<file path="config.mk">
export PLATFORM = sky130hd
export DESIGN_NAME = axi2ahb_rd_sched
export DESIGN_NICKNAME = d
export VERILOG_FILES = /design/src/rtl/axi2ahb_rd_sched_pkg.sv /design/src/rtl/axi2ahb_rd_beat_cnt.sv /design/src/rtl/axi2ahb_rd_sched.sv
export SDC_FILE = /design/constraint.sdc
export NUM_CORES = 1
export LEC_CHECK = 0
export CAP_MARGIN = 0
export CORE_UTILIZATION = 50
export CTS_BUF_LIST = sky130_fd_sc_hd__clkbuf_4
export DETAILED_ROUTE_END_ITERATION = 6
export MAX_ROUTING_LAYER = met4
export PLACE_DENSITY = 0.91
export SETUP_SLACK_MARGIN = 0.15
export SYNTH_ARGS = -nofsm -noshare
export SYNTH_HDL_FRONTEND = slang
export SYNTH_SLANG_ARGS = --single-unit
</file>
<file path="constraint.sdc">
create_clock -name clk -period 5.3 [get_ports clk]
set_input_delay 0.795 -clock clk [delete_from_list [all_inputs] [get_ports clk]]
set_output_delay 0.795 -clock clk [all_outputs]
set_load 0.03 [all_outputs]
</file>
<file path="src/rtl/axi2ahb_rd_sched_pkg.sv">
// Shared encodings for the AXI-to-AHB read sequencer: AHB transfer/burst
// codes and the address-side FSM states.
package axi2ahb_rd_sched_pkg;

  localparam logic [1:0] HTRANS_IDLE   = 2'b00;
  localparam logic [1:0] HTRANS_NONSEQ = 2'b10;
  localparam logic [1:0] HTRANS_SEQ    = 2'b11;

  localparam logic [2:0] HBURST_SINGLE = 3'b000;
  localparam logic [2:0] HBURST_INCR   = 3'b001;

  typedef enum logic [1:0] {
    ST_IDLE  = 2'd0,
    ST_ADDR  = 2'd1,
    ST_DRAIN = 2'd2
  } state_t;

  // Transfer type for an address beat: error bursts never touch the bus,
  // otherwise NONSEQ starts a burst (or re-issues at a 1 KB boundary).
  function automatic logic [1:0] beat_htrans(input logic err, input logic nonseq);
    if (err)         return HTRANS_IDLE;
    else if (nonseq) return HTRANS_NONSEQ;
    else             return HTRANS_SEQ;
  endfunction

endpackage

</file>
<file path="src/rtl/axi2ahb_rd_beat_cnt.sv">
// Beat counter for one burst: cleared on load, bumped on inc, and flags
// the terminal beat when the count equals the burst's beats-1 field.
module axi2ahb_rd_beat_cnt #(
  parameter int LEN_BITS = 4
) (
  input  logic                clk,
  input  logic                reset,
  input  logic                load,
  input  logic                inc,
  input  logic [LEN_BITS-1:0] len,
  output logic [LEN_BITS-1:0] cnt,
  output logic                term
);

  // Count register; load wins over inc so a new burst always starts at 0.
  // NOTE: sequential state uses non-blocking assignments so every flop samples pre-edge values.
  always_ff @(posedge clk or posedge reset) begin
    if (reset)     cnt <= '0;
    else if (load) cnt <= '0;
    else if (inc)  cnt <= cnt + 1'b1;
  end

  assign term = (cnt == len);

endmodule

</file>
<file path="src/rtl/axi2ahb_rd_sched.sv">
// AHB-side read sequencer: takes one AXI read command at a time, plays it
// out as an AHB SINGLE/INCR read burst, and tracks data phases for the
// read data FIFO (phase valid, last beat, owning ID and error flag).
module axi2ahb_rd_sched
  import axi2ahb_rd_sched_pkg::*;
#(
  parameter int ADDR_BITS = 32,
  parameter int ID_BITS   = 4,
  parameter int LEN_BITS  = 4,
  parameter int KB_BOUND  = 10
) (
  input  logic                 clk,
  input  logic                 reset,
  input  logic                 cmd_valid,
  output logic                 cmd_ready,
  input  logic [ADDR_BITS-1:0] cmd_addr,
  input  logic [LEN_BITS-1:0]  cmd_len,
  input  logic [1:0]           cmd_size,
  input  logic [ID_BITS-1:0]   cmd_id_in,
  input  logic                 cmd_err_in,
  input  logic                 rdata_ready,
  output logic [ADDR_BITS-1:0] HADDR,
  output logic [1:0]           HTRANS,
  output logic [2:0]           HSIZE,
  output logic [2:0]           HBURST,
  output logic                 HWRITE,
  input  logic                 HREADY,
  input  logic                 HRESP,
  output logic                 rdata_phase,
  output logic                 data_last,
  output logic [ID_BITS-1:0]   cmd_id,
  output logic                 cmd_err
);

  state_t state, state_nxt;

  // Fields of the burst currently in its address phases.
  logic [LEN_BITS-1:0] a_len;
  logic [ID_BITS-1:0]  a_id;
  logic                a_err;
  // Length of the burst currently in its data phases.
  logic [LEN_BITS-1:0] d_len;

  logic [LEN_BITS-1:0] addr_cnt, data_cnt;
  logic                addr_term, data_term;
  logic                addr_beat, last_addr_beat, first_beat, data_done, accept;
  logic [ADDR_BITS-1:0] haddr_nxt;

  // HRESP is carried to the FIFO elsewhere; errors never alter sequencing here.
  logic hresp_unused;
  assign hresp_unused = HRESP;

  assign HWRITE         = 1'b0;
  assign addr_beat      = (state == ST_ADDR) && HREADY;
  assign last_addr_beat = addr_beat && addr_term;
  assign first_beat     = addr_beat && (addr_cnt == '0);
  assign data_done      = rdata_phase && HREADY;
  // Reset is folded in so cmd_ready reads 0 while reset is held.
  assign cmd_ready      = !reset && rdata_ready && ((state == ST_IDLE) || last_addr_beat);
  assign accept         = cmd_valid && cmd_ready;
  assign haddr_nxt      = HADDR + (ADDR_BITS'(1) << HSIZE[1:0]);
  assign data_last      = rdata_phase && data_term;

  axi2ahb_rd_beat_cnt #(.LEN_BITS(LEN_BITS)) u_addr_cnt (
    .clk   (clk),
    .reset (reset),
    .load  (accept),
    .inc   (addr_beat && !addr_term),
    .len   (a_len),
    .cnt   (addr_cnt),
    .term  (addr_term)
  );

  axi2ahb_rd_beat_cnt #(.LEN_BITS(LEN_BITS)) u_data_cnt (
    .clk   (clk),
    .reset (reset),
    .load  (first_beat),
    .inc   (data_done),
    .len   (d_len),
    .cnt   (data_cnt),
    .term  (data_term)
  );

  // FSM state register.
  // NOTE: asynchronous reset sits in the sensitivity list so outputs clear without a clock.
  always_ff @(posedge clk or posedge reset) begin
    if (reset) state <= ST_IDLE;
    else       state <= state_nxt;
  end

  // Next state: IDLE -> ADDR on accept; ADDR stays on back-to-back accept or
  // drains after its last beat; DRAIN returns once the final data phase completes.
  // NOTE: the default assignment first keeps this purely combinational (no latch).
  always_comb begin
    state_nxt = state;
    unique case (state)
      ST_IDLE:  if (accept) state_nxt = ST_ADDR;
      ST_ADDR:  if (last_addr_beat) state_nxt = accept ? ST_ADDR : ST_DRAIN;
      ST_DRAIN: if (data_done && data_term) state_nxt = ST_IDLE;
      default:  state_nxt = ST_IDLE;
    endcase
  end

  // Address-phase outputs: launch on accept, advance on HREADY, hold otherwise.
  always_ff @(posedge clk or posedge reset) begin
    if (reset) begin
      HADDR  <= '0;
      HTRANS <= HTRANS_IDLE;
      HSIZE  <= '0;
      HBURST <= HBURST_SINGLE;
      a_len  <= '0;
      a_id   <= '0;
      a_err  <= 1'b0;
    end else if (accept) begin
      HADDR  <= cmd_addr;
      HTRANS <= beat_htrans(cmd_err_in, 1'b1);
      HSIZE  <= {1'b0, cmd_size};
      HBURST <= (cmd_len == '0) ? HBURST_SINGLE : HBURST_INCR;
      a_len  <= cmd_len;
      a_id   <= cmd_id_in;
      a_err  <= cmd_err_in;
    end else if (addr_beat) begin
      if (addr_term) begin
        HTRANS <= HTRANS_IDLE;
      end else begin
        HADDR  <= haddr_nxt;
        HTRANS <= beat_htrans(a_err, haddr_nxt[KB_BOUND-1:0] == '0);
      end
    end
  end

  // Data-phase tracking: a phase opens after each accepted address beat and
  // takes ownership (ID, error, length) from the burst's first beat.
  always_ff @(posedge clk or posedge reset) begin
    if (reset) begin
      rdata_phase <= 1'b0;
      d_len       <= '0;
      cmd_id      <= '0;
      cmd_err     <= 1'b0;
    end else begin
      if (addr_beat)      rdata_phase <= 1'b1;
      else if (data_done) rdata_phase <= 1'b0;
      if (first_beat) begin
        d_len   <= a_len;
        cmd_id  <= a_id;
        cmd_err <= a_err;
      end
    end
  end

endmodule

</file>
==> run_results.csv, run 1 <==
group,metric,value,unit
logic_synthesis,syn_area,3830,um2
routing,first_iter_violations,321,
worst_setup_path,r2r-start,"u_addr_cnt.cnt[0]",
floorplan,start_util,0.523,
min_path,worstHoldPathCells,2,
final_layout,drive_gt1_frac,0.0529,
routing,post_drt_via_cell_ratio,5.84,
clock_network,clock_latency,0.42,ns
clock_network,clk_pin_slew_worst_paths,0.12,ns
worst_setup_path,crit_arrival,2.91,ns
logic_synthesis,async_reset_ff_frac,1.00,
logic_synthesis,synthCells,442,
run_status,status,"complete, no violations",
routing,first_pass_iters,5,
placement,gp_routability_congestion,0.885,
sta,worstMarginPinSlew,0.891,ns
power,leakage,2.12,nW
min_path,hold_class,"flop to flop",
min_path,min_from,"a_id[1]",
global_route,grt_first_pass_wirelength,16100,um
clock_network,cts-htree-levels,3,
final_layout,n_antenna_cell,0,
global_route,grt-ovfl-total,0,
sta,rsz0062_at_grt,"no",
clock_network,cts_setup_buffers,0,
logic_synthesis,synth_cell_types,52,
floorplan,num_io_pins,98,
worst_setup_path,worstPathRequired,4.51,ns
sta,fin_skew,0.0155,ns
worst_setup_path,cp_cell_sequence,"clkdlybuf4s50_1 -> and3b_1 -> nand2_1 -> o21a_1 -> nor3b_1 -> clkdlybuf4s50_1",
final_layout,final_nets,581,
floorplan,fp.coreArea,7330,um2
logic_synthesis,syn-mean-instance-area,8.68,um2
power,ir_drop,0.386,mV
logic_synthesis,netlist_top_cells_area,"dfrtp_1 (43%), nand2_1 (9.2%), xor2_1 (4.1%)",
floorplan,dieArea,8020,um2
floorplan,die_y,89.6,um
worst_setup_path,cp_num_buf_inv,2,
worst_setup_path,worstRegToRegCells,6,
worst_setup_path,cp-start-kind,"primary input",
logic_synthesis,yosysTopAreaCell,"dfrtp_1",
sta,fin_crit,3.70,ns
sta,fin_setup_tns,0,ns
global_route,grt_pass1_vias,3320,
clock_network,clkSinkCount,66,
placement,place_hpwl,6860,um
global_route,antenna_found_initial,0,
placement,port-buffer-count,92,
logic_synthesis,ys_seq_elements,66,
worst_setup_path,worst_path_most_repeated_cell,"clkdlybuf4s50_1",
final_layout,utilization,0.668,
global_route,grt_max_degree,46,
sta,slew_headroom,0.406,
clock_network,root_buffer,"clkbuf_4",
logic_synthesis,yosys_warnings,0,
worst_setup_path,slowest_stage,"clkdlybuf4s50_1",
sta,setup_viol_count_final,0,
final_layout,nFillCells,575,
final_layout,syn_to_final_growth,27.8,%
flow_run,drv_cap,0,
min_path,min_to,"cmd_id[1]",
routing,drc_errors,0,
logic_synthesis,yosysTopAreaCellShare,0.431,
routing,vias,3667,
clock_network,cts_inserted_buffers,9,
clock_network,cts_buffer_depth,2,
global_route,grt_usage,0.271,
power,power_density,564,nW/um2
routing,wirelength,9830,um
worst_setup_path,r2r-end,"HADDR[2]",
logic_synthesis,synth_ff_type,"dfrtp_1",
clock_network,ctsHoldBuffers,0,
worst_setup_path,path_class,"primary input to output port",
logic_synthesis,synth.yosys.seq_area_share,0.431,
clock_network,cts_resized,0,
routing,wl_per_cell,15.6,um
logic_synthesis,synth_edf_count,0,
sta,slew_viol_final,0,
worst_setup_path,end_kind,"output port",
sta,fin_crit_sh,0.699,
worst_setup_path,max_stage_delay,0.69,ns
worst_setup_path,r2r_slack,2.66,ns
worst_setup_path,cp_top_family,"buffers and inverters",
worst_setup_path,cp_max_fo,10,
sta,hold_violations,0,
sta,clock.fmax,0.270,GHz
clock_network,cts_tree,"done",
routing,antenna_left,0,
floorplan,rows,31,
floorplan,fp.dieW,89.6,um
==> cell families (layout without fill, tap and decap cells) <==
family	count (synthesis)	in the layout	synth area share
AND/OR/NAND/NOR	202	202	0.253
AO/OA/AOI/OAI	98	98	0.173
flip-flops	66	66	0.431
buffers and inverters	43	127	0.0600
XOR/XNOR	23	23	0.0525
adder cells (fa/ha/maj)	8	8	0.0281
other	1	4	0.000978
multiplexers	1	1	0.00261
==> state kept, by name, summed over array words and instances (netlist names) <==
register / cells
HADDR: 32
a_id: 4
a_len: 4
cmd_id: 4
d_len: 4
u_addr_cnt.cnt: 4
u_data_cnt.cnt: 4
HSIZE: 2
HTRANS: 2
state: 2
HBURST: 1
a_err: 1
cmd_err: 1
rdata_phase: 1
==> cell type report <==
type	count	area, um2	share of cell area
Timing Repair Buffer	98	966	0.197
Clock buffer	9	67.6	0.0138
Sequential cell	66	1650	0.337
Clock inverter	7	70.1	0.0143
Multi-Input combinational cell	336	1970	0.402
Inverter	13	48.8	0.00996
Tap cell	99	124	0.0253
==> metal layers <==
layer / vias up / wire length (um) / GRT usage
li1: 1741 / - / -
met1: 1774 / 4250 / 0.367
met2: 137 / 4910 / 0.421
met3: 15 / 490 / 0.0283
met4: 0 / 179 / 0.102
met5: - / 0 / -
==> cells in the mapped netlist (3+ instances only) <==
| cell | number |
|---|---|
| and3_1 | 9 |
| clkbuf_1 | 5 |
| nor2_1 | 26 |
| o21ai_0 | 24 |
| nor3_1 | 9 |
| a222oi_1 | 3 |
| a21o_1 | 6 |
| xnor2_1 | 5 |
| nor2b_1 | 4 |
| xor2_1 | 18 |
| and2_1 | 5 |
| dfrtp_1 | 66 |
| buf_4 | 10 |
| or3_1 | 6 |
| a22oi_1 | 4 |
| buf_2 | 13 |
| nand4_1 | 19 |
| inv_1 | 13 |
| o211ai_1 | 6 |
| a21oi_1 | 18 |
| a31oi_1 | 8 |
| a32oi_1 | 3 |
| a221o_1 | 3 |
| nand3_1 | 16 |
| o311ai_0 | 8 |
| nand2_1 | 94 |
| ha_1 | 7 |
| and4_1 | 4 |
==> through the flow <==
step / cell area (um2) / hold slack (ns) / worst slack, ns / power, W / cells
2_1_floorplan: 3850 / 0.439 / 2.40 / 0.00190 / 445
3_3_place_gp: 4760 / 0.448 / 1.65 / 0.00235 / 612
3_5_place_dp: 4760 / 0.450 / 1.62 / 0.00243 / 612
4_1_cts: 4900 / 0.480 / 1.61 / 0.00277 / 628
5_1_grt: 4900 / 0.512 / 1.44 / 0.00296 / 628
6_report: 4900 / 0.477 / 1.60 / 0.00276 / 628
==> placed cells by master (no fill, tap or decap), types with 2 or more instances in the layout <==
cell type,instances
nand2_1,94
clkdlybuf4s50_1,92
dfrtp_1,66
nor2_1,26
o21ai_0,24
nand4_1,19
xor2_1,18
a21oi_1,18
nand3_1,16
inv_1,12
nor3_1,9
and3_1,9
clkbuf_4,9
a31oi_1,8
o311ai_0,8
ha_1,7
or3_1,6
a21o_1,6
o211ai_1,6
buf_4,6
and2_1,5
xnor2_1,5
and4_1,4
nor2b_1,4
a22oi_1,4
conb_1,4
a221o_1,3
a32oi_1,3
a222oi_1,3
clkinvlp_4,3
nand3b_1,2
a211oi_1,2
o21ai_1,2
a41oi_1,2
==> report_power, final <==
group	internal [W]	switching, W	leakage (nW)
clock	0.000142	0.000194	0.0656
combinational	0.000594	0.000859	1.21
sequential	0.000715	0.000262	0.842
==> how the worst max path moves through the flow <==
stage	start	to	slack, ns	cells past startpoint
floorplan	HREADY	cmd_ready	2.40	6
global placement	HREADY	cmd_ready	1.65	6
detailed placement	HREADY	cmd_ready	1.62	6
CTS	HREADY	cmd_ready	1.61	6
global route	HREADY	cmd_ready	1.44	6
finish	HREADY	cmd_ready	1.60	6
==> worst reg2reg max path: cells and delay by family (launching register included) <==
family	cells	cell delay, ns
AOI/OAI and AO/OA	2	0.94
xor gates and xnor gates	1	0.21
buffers and inverters	1	0.39
DFF	1	0.47
and+or+nand+nor	2	0.57
No activity file was read; power rests on OpenSTA's default activity.
==> inputs of run 2 (changes only) <==
--- a/config.mk
+++ b/config.mk
@@ -6,11 +6,11 @@
 export NUM_CORES = 1
 export LEC_CHECK = 0
 export CAP_MARGIN = 0
-export CORE_UTILIZATION = 50
+export CORE_UTILIZATION = 46
 export CTS_BUF_LIST = sky130_fd_sc_hd__clkbuf_4
 export DETAILED_ROUTE_END_ITERATION = 6
 export MAX_ROUTING_LAYER = met4
-export PLACE_DENSITY = 0.91
+export PLACE_DENSITY = 0.89
 export SETUP_SLACK_MARGIN = 0.15
 export SYNTH_ARGS = -nofsm -noshare
 export SYNTH_HDL_FRONTEND = slang
==> constraint.sdc (replaced) <==
create_clock -name clk -period 3.4 [get_ports clk]
set_input_delay 0.51 -clock clk [delete_from_list [all_inputs] [get_ports clk]]
set_output_delay 0.51 -clock clk [all_outputs]
set_load 0.03 [all_outputs]
==> run_results.csv, run 2 (same netlist as run 1, synthesis figures left out) <==
group,metric,value,unit
run_status,status,"complete, no violations",
sta,fin_crit,2.72,ns
final_layout,syn_to_final_growth,29.1,%
final_layout,final_nets,585,
floorplan,rows,32,
power,leakage,2.17,nW
final_layout,n_antenna_cell,0,
placement,port-buffer-count,92,
power,power_density,880,nW/um2
worst_setup_path,max_stage_delay,0.44,ns
routing,post_drt_via_cell_ratio,5.80,
min_path,hold_class,"flop to flop",
routing,wirelength,9980,um
final_layout,final_common_cell,"nand2_1",
clock_network,cts_inserted_buffers,9,
flow_run,drv_cap,0,
floorplan,num_io_pins,98,
floorplan,fp.coreArea,7890,um2
clock_network,clkSinkCount,66,
placement,place_hpwl,7030,um
worst_setup_path,end_kind,"output port",
sta,worstMarginPinSlew,0.743,ns
final_layout,largest_reg_flops,32,
global_route,grt_first_pass_wirelength,16400,um
placement,pre_cts_slack,0.455,ns
routing,first_pass_iters,5,
global_route,grt-ovfl-total,0,
routing,vias,3682,
clock_network,cts_buffer_depth,2,
routing,antenna_left,0,
floorplan,die_y,93.3,um
routing,first_iter_violations,323,
sta,rsz0062_at_grt,"no",
global_route,antenna_found_initial,0,
sta,fin_skew,0.0144,ns
sta,fin_crit_sh,0.801,
worst_setup_path,crit_arrival,2.21,ns
routing,wl_per_cell,15.7,um
worst_setup_path,cp_max_fo,4,
global_route,grt_pass1_vias,3464,
worst_setup_path,cp-start-kind,"flop",
floorplan,fp.dieW,93.3,um
sta,setup_viol_count_final,0,
sta,hold_violations,0,
floorplan,dieArea,8710,um2
clock_network,cts_setup_buffers,0,
clock_network,clk_pin_slew_worst_paths,0.12,ns
floorplan,start_util,0.486,
power,ir_drop,0.556,mV
worst_setup_path,cp_cell_sequence,"xor2_1 -> nor4_4 -> nand2_1 -> o21a_1 -> nor3b_1 -> dlymetal6s2s_1",
clock_network,cts_tree,"done",
routing,drc_errors,0,
worst_setup_path,path_class,"flop to output port",
clock_network,cts-htree-levels,3,
worst_setup_path,slowest_stage,"dfrtp_1",
clock_network,clock_latency,0.41,ns
sta,slew_headroom,0.504,
placement,gp_routability_congestion,0.859,
final_layout,largest-register,"HADDR",
global_route,grt_max_degree,35,
global_route,grt_usage,0.246,
sta,fin_setup_tns,0,ns
final_layout,final_cell_mix,"nand2_1 (94), clkdlybuf4s50_1 (91), dfrtp_1 (66)",
sta,worst_slack,0.675,ns
final_layout,drive_gt1_frac,0.0619,
sta,slew_viol_final,0,
sta,clock.fmax,0.367,GHz
worst_setup_path,worstPathRequired,2.89,ns
final_layout,nFillCells,650,
clock_network,root_buffer,"clkbuf_4",
## run 2: changes by cell type in the layout (fill, tap and decap cells not counted), sizes merged
| cell | before | now |
|---|---|---|
| buf | 6 | 10 |
| clkinvlp | 3 | 1 |
| clkbuf | 9 | 10 |
| clkdlybuf4s50 | 92 | 91 |
| clkinv | 3 | 4 |
| dlymetal6s2s | 0 | 1 |
## run 2: routing by layer
metal | GRT usage | share of wire | vias up
met5 | - | 0 | -
met4 | 0.0744 | 0.011 | 0
met3 | 0.0382 | 0.068 | 14
met2 | 0.398 | 0.50 | 153
met1 | 0.321 | 0.42 | 1768
li1 | - | - | 1747
## run 2: power breakdown
group          switching, W  internal (W)
registers          0.000408       0.00111
logic               0.00137      0.000946
clock network      0.000292      0.000228
## run 2: per-stage QoR
step,hold slack (ns),cell area (um2),std cells,util,total power (W)
after global placement,0.447,4810,619,0.610,0.00369
after detailed placement,0.453,4810,619,0.610,0.00380
final,0.458,4950,635,0.628,0.00436
after global routing,0.492,4950,635,0.628,0.00464
after CTS,0.468,4950,635,0.628,0.00435
after floorplan,0.439,3850,445,-,0.00297
## run 2: timing repair
action / 4_1_cts / 5_1_grt
hold buffers: 0 / 0
gates resized for setup: 1 / 1
endpoints found under the setup margin: 1 / 1
## run 2: area by class of cell
cell class,instances,area (um2),share of cell area
multi-input combinational,336,1980,0.400
sequential,66,1650,0.334
timing repair buffer,102,1010,0.204
tap,102,128,0.0258
clock buffer,10,75.1,0.0152
clock inverter,6,57.6,0.0116
inverter,13,48.8,0.00985
## run 2: path summary, 6_finish.rpt
kind	start	end	slack (ns)	cells after the start
max in group asynchronous	reset	HADDR[5]	2.17	3
setup reg to reg	HSIZE[0]	HTRANS[0]	0.96	8
hold / removal	a_id[2]	cmd_id[2]	0.46	2
hold reg to reg	a_id[2]	cmd_id[2]	0.46	2
min in group asynchronous	reset	rdata_phase	0.59	2
setup / recovery	u_addr_cnt.cnt[1]	cmd_ready	0.68	6
## run 2: worst max-delay path: cells and delay by family, from the launching register on
kind	cells	cell delay [ns]
buf+inv	1	0.31
flops	1	0.44
simple gates	3	0.71
xor+xnor	1	0.22
compound gates	1	0.13
==> inputs of run 3 (changes only) <==
==> constraint.sdc (replaced) <==
create_clock -name clk -period 2.45 [get_ports clk]
set_input_delay 0.3675 -clock clk [delete_from_list [all_inputs] [get_ports clk]]
set_output_delay 0.3675 -clock clk [all_outputs]
set_load 0.03 [all_outputs]
==> run_results.csv, run 3 (same netlist as run 1, synthesis figures left out) <==
group,metric,value,unit
routing,first_pass_iters,7,
routing,post_drt_via_cell_ratio,6.20,
routing,vias,4169,
sta,fin_setup_tns,-0.0328,ns
clock_network,cts_buffer_depth,2,
worst_setup_path,r2r-end,"state[1]",
placement,port-buffer-count,92,
global_route,grt_max_degree,30,
final_layout,drive_gt1_frac,0.154,
sta,worstMarginPinSlew,0.523,ns
final_layout,final_nets,622,
final_layout,nFillCells,554,
clock_network,cts-htree-levels,3,
clock_network,root_buffer,"clkbuf_4",
routing,wirelength,12600,um
final_layout,largest-register,"HADDR",
sta,worst_slack,-0.0328,ns
routing,first_iter_violations,447,
sta,setup_viol_count_final,1,
sta,rsz0062_at_grt,"yes",
floorplan,start_util,0.486,
worst_setup_path,worstPathRequired,2.81,ns
global_route,grt_first_pass_wirelength,17200,um
power,ir_drop,0.797,mV
routing,wl_per_cell,18.8,um
clock_network,cts_inserted_buffers,9,
floorplan,fp.coreArea,7890,um2
sta,clock.fmax,0.403,GHz
final_layout,final_cell_mix,"nand2_1 (94), clkdlybuf4s50_1 (90), dfrtp_1 (63)",
placement,gp_routability_congestion,0.853,
sta,slew_headroom,0.650,
power,power_density,1230,nW/um2
final_layout,syn_to_final_growth,39.7,%
sta,fin_crit_sh,1.01,
min_path,hold_class,"primary input to asynchronous set/reset pin",
routing,antenna_left,0,
clock_network,clock_latency,0.43,ns
worst_setup_path,r2r-start,"u_addr_cnt.cnt[1]",
sta,hold_violations,0,
flow_run,drv_cap,0,
worst_setup_path,cp-start-kind,"flop",
placement,dp.cells,629,
clock_network,ctsHoldBuffers,0,
power,power,0.00658,W
worst_setup_path,crit_arrival,2.84,ns
sta,slew_viol_final,0,
sta,fin_skew,0.0135,ns
floorplan,dieArea,8710,um2
worst_setup_path,end_kind,"flop",
sta,holdWs,0.288,ns
floorplan,num_io_pins,98,
run_status,violations,"setup timing",
sta,fin_crit,2.48,ns
global_route,grt_pass1_vias,3703,
floorplan,fp.dieW,93.3,um
clock_network,clkSinkCount,66,
routing,drc_errors,0,
final_layout,largest_reg_flops,32,
clock_network,clk_pin_slew_worst_paths,0.12,ns
worst_setup_path,r2r_slack,-0.03,ns
global_route,grt-ovfl-total,0,
final_layout,n_antenna_cell,0,
floorplan,die_y,93.3,um
clock_network,cts_tree,"done",
floorplan,rows,32,
global_route,grt_usage,0.260,
final_layout,instances_no_fill,672,
worst_setup_path,path_class,"flop to flop",
worst_setup_path,worstRegToRegCells,14,
power,leakage,2.36,nW
run_status,status,"finished, violations left",
final_layout,final_common_cell,"nand2_1",
placement,place_hpwl,7330,um
worst_setup_path,startpoint,"u_addr_cnt.cnt[1]",
worst_setup_path,cp_max_fo,4,
global_route,antenna_found_initial,0,
==> run 3: cell types whose count changed in the layout (fill, tap and decap cells not counted), sizes merged <==
cell,previous run,this run
buf,10,47
clkdlybuf4s50,91,90
clkinv,4,5
dlymetal6s2s,1,0
dlygate4sd2,0,1
bufinv,1,0
clkbuf,10,11
clkinvlp,1,0
a221o,3,4
==> run 3: layout make-up <==
type / count / area, um2 / share of cell area
flip-flops and latches: 66 / 1660 / 0.309
multi-input cells: 337 / 2090 / 0.389
clock inverters: 5 / 21.3 / 0.00397
well taps: 102 / 128 / 0.0238
repair buffers: 138 / 1340 / 0.250
clock buffers: 11 / 82.6 / 0.0154
inverters: 13 / 48.8 / 0.00911
==> run 3: per-stage QoR <==
stage	area (um2)	setup slack (ns)	util
4_1_cts	5160	0.147	0.654
3_3_place_gp	4910	0.144	0.622
5_1_grt	5360	-0.0925	0.679
2_1_floorplan	3850	0.151	-
6_report	5360	-0.0328	0.679
3_5_place_dp	4910	0.0476	0.622
==> run 3: routing by layer <==
metal / share of wire / global-route usage
met2: 0.49 / 0.426
met3: 0.096 / 0.0447
met5: 0 / -
met4: 0.041 / 0.112
met1: 0.37 / 0.317
==> run 3: worst max path at each step <==
| stage | slack, ns | end | cells after the start |
|---|---|---|---|
| floorplan | 0.15 | cmd_ready | 5 |
| CTS | 0.15 | cmd_ready | 6 |
| global route | -0.09 | state[1] | 14 |
| finish | -0.03 | state[1] | 14 |
| detailed placement | 0.05 | HADDR[1] | 7 |
| global placement | 0.14 | HADDR[18] | 7 |
==> run 3: worst max-delay path: stages, from the launching register on <==
cell and delay (ns):
dfrtp_2 0.45, xor2_2 0.21, nor4_2 0.34, nand2_1 0.15
buf_4 0.16, buf_6 0.11, buf_6 0.10, buf_4 0.13
buf_6 0.11, buf_6 0.11, buf_6 0.11, buf_6 0.10
buf_4 0.12, buf_4 0.12, o21ai_1 0.10
==> run 3: power breakdown <==
part	switching [W]	total, W	leakage (nW)	internal [W]
sequential	0.000588	0.00214	0.839	0.00155
combinational	0.00218	0.00383	1.46	0.00164
clock	0.000396	0.000614	0.0631	0.000219
==> run 3: repair_timing <==
action	in CTS	in global routing
setup endpoints to repair	16	20
gates resized for setup	7	30
gates cloned	0	2
pin swaps	4	14
endpoints found under the hold margin	0	0
setup buffers	15	10
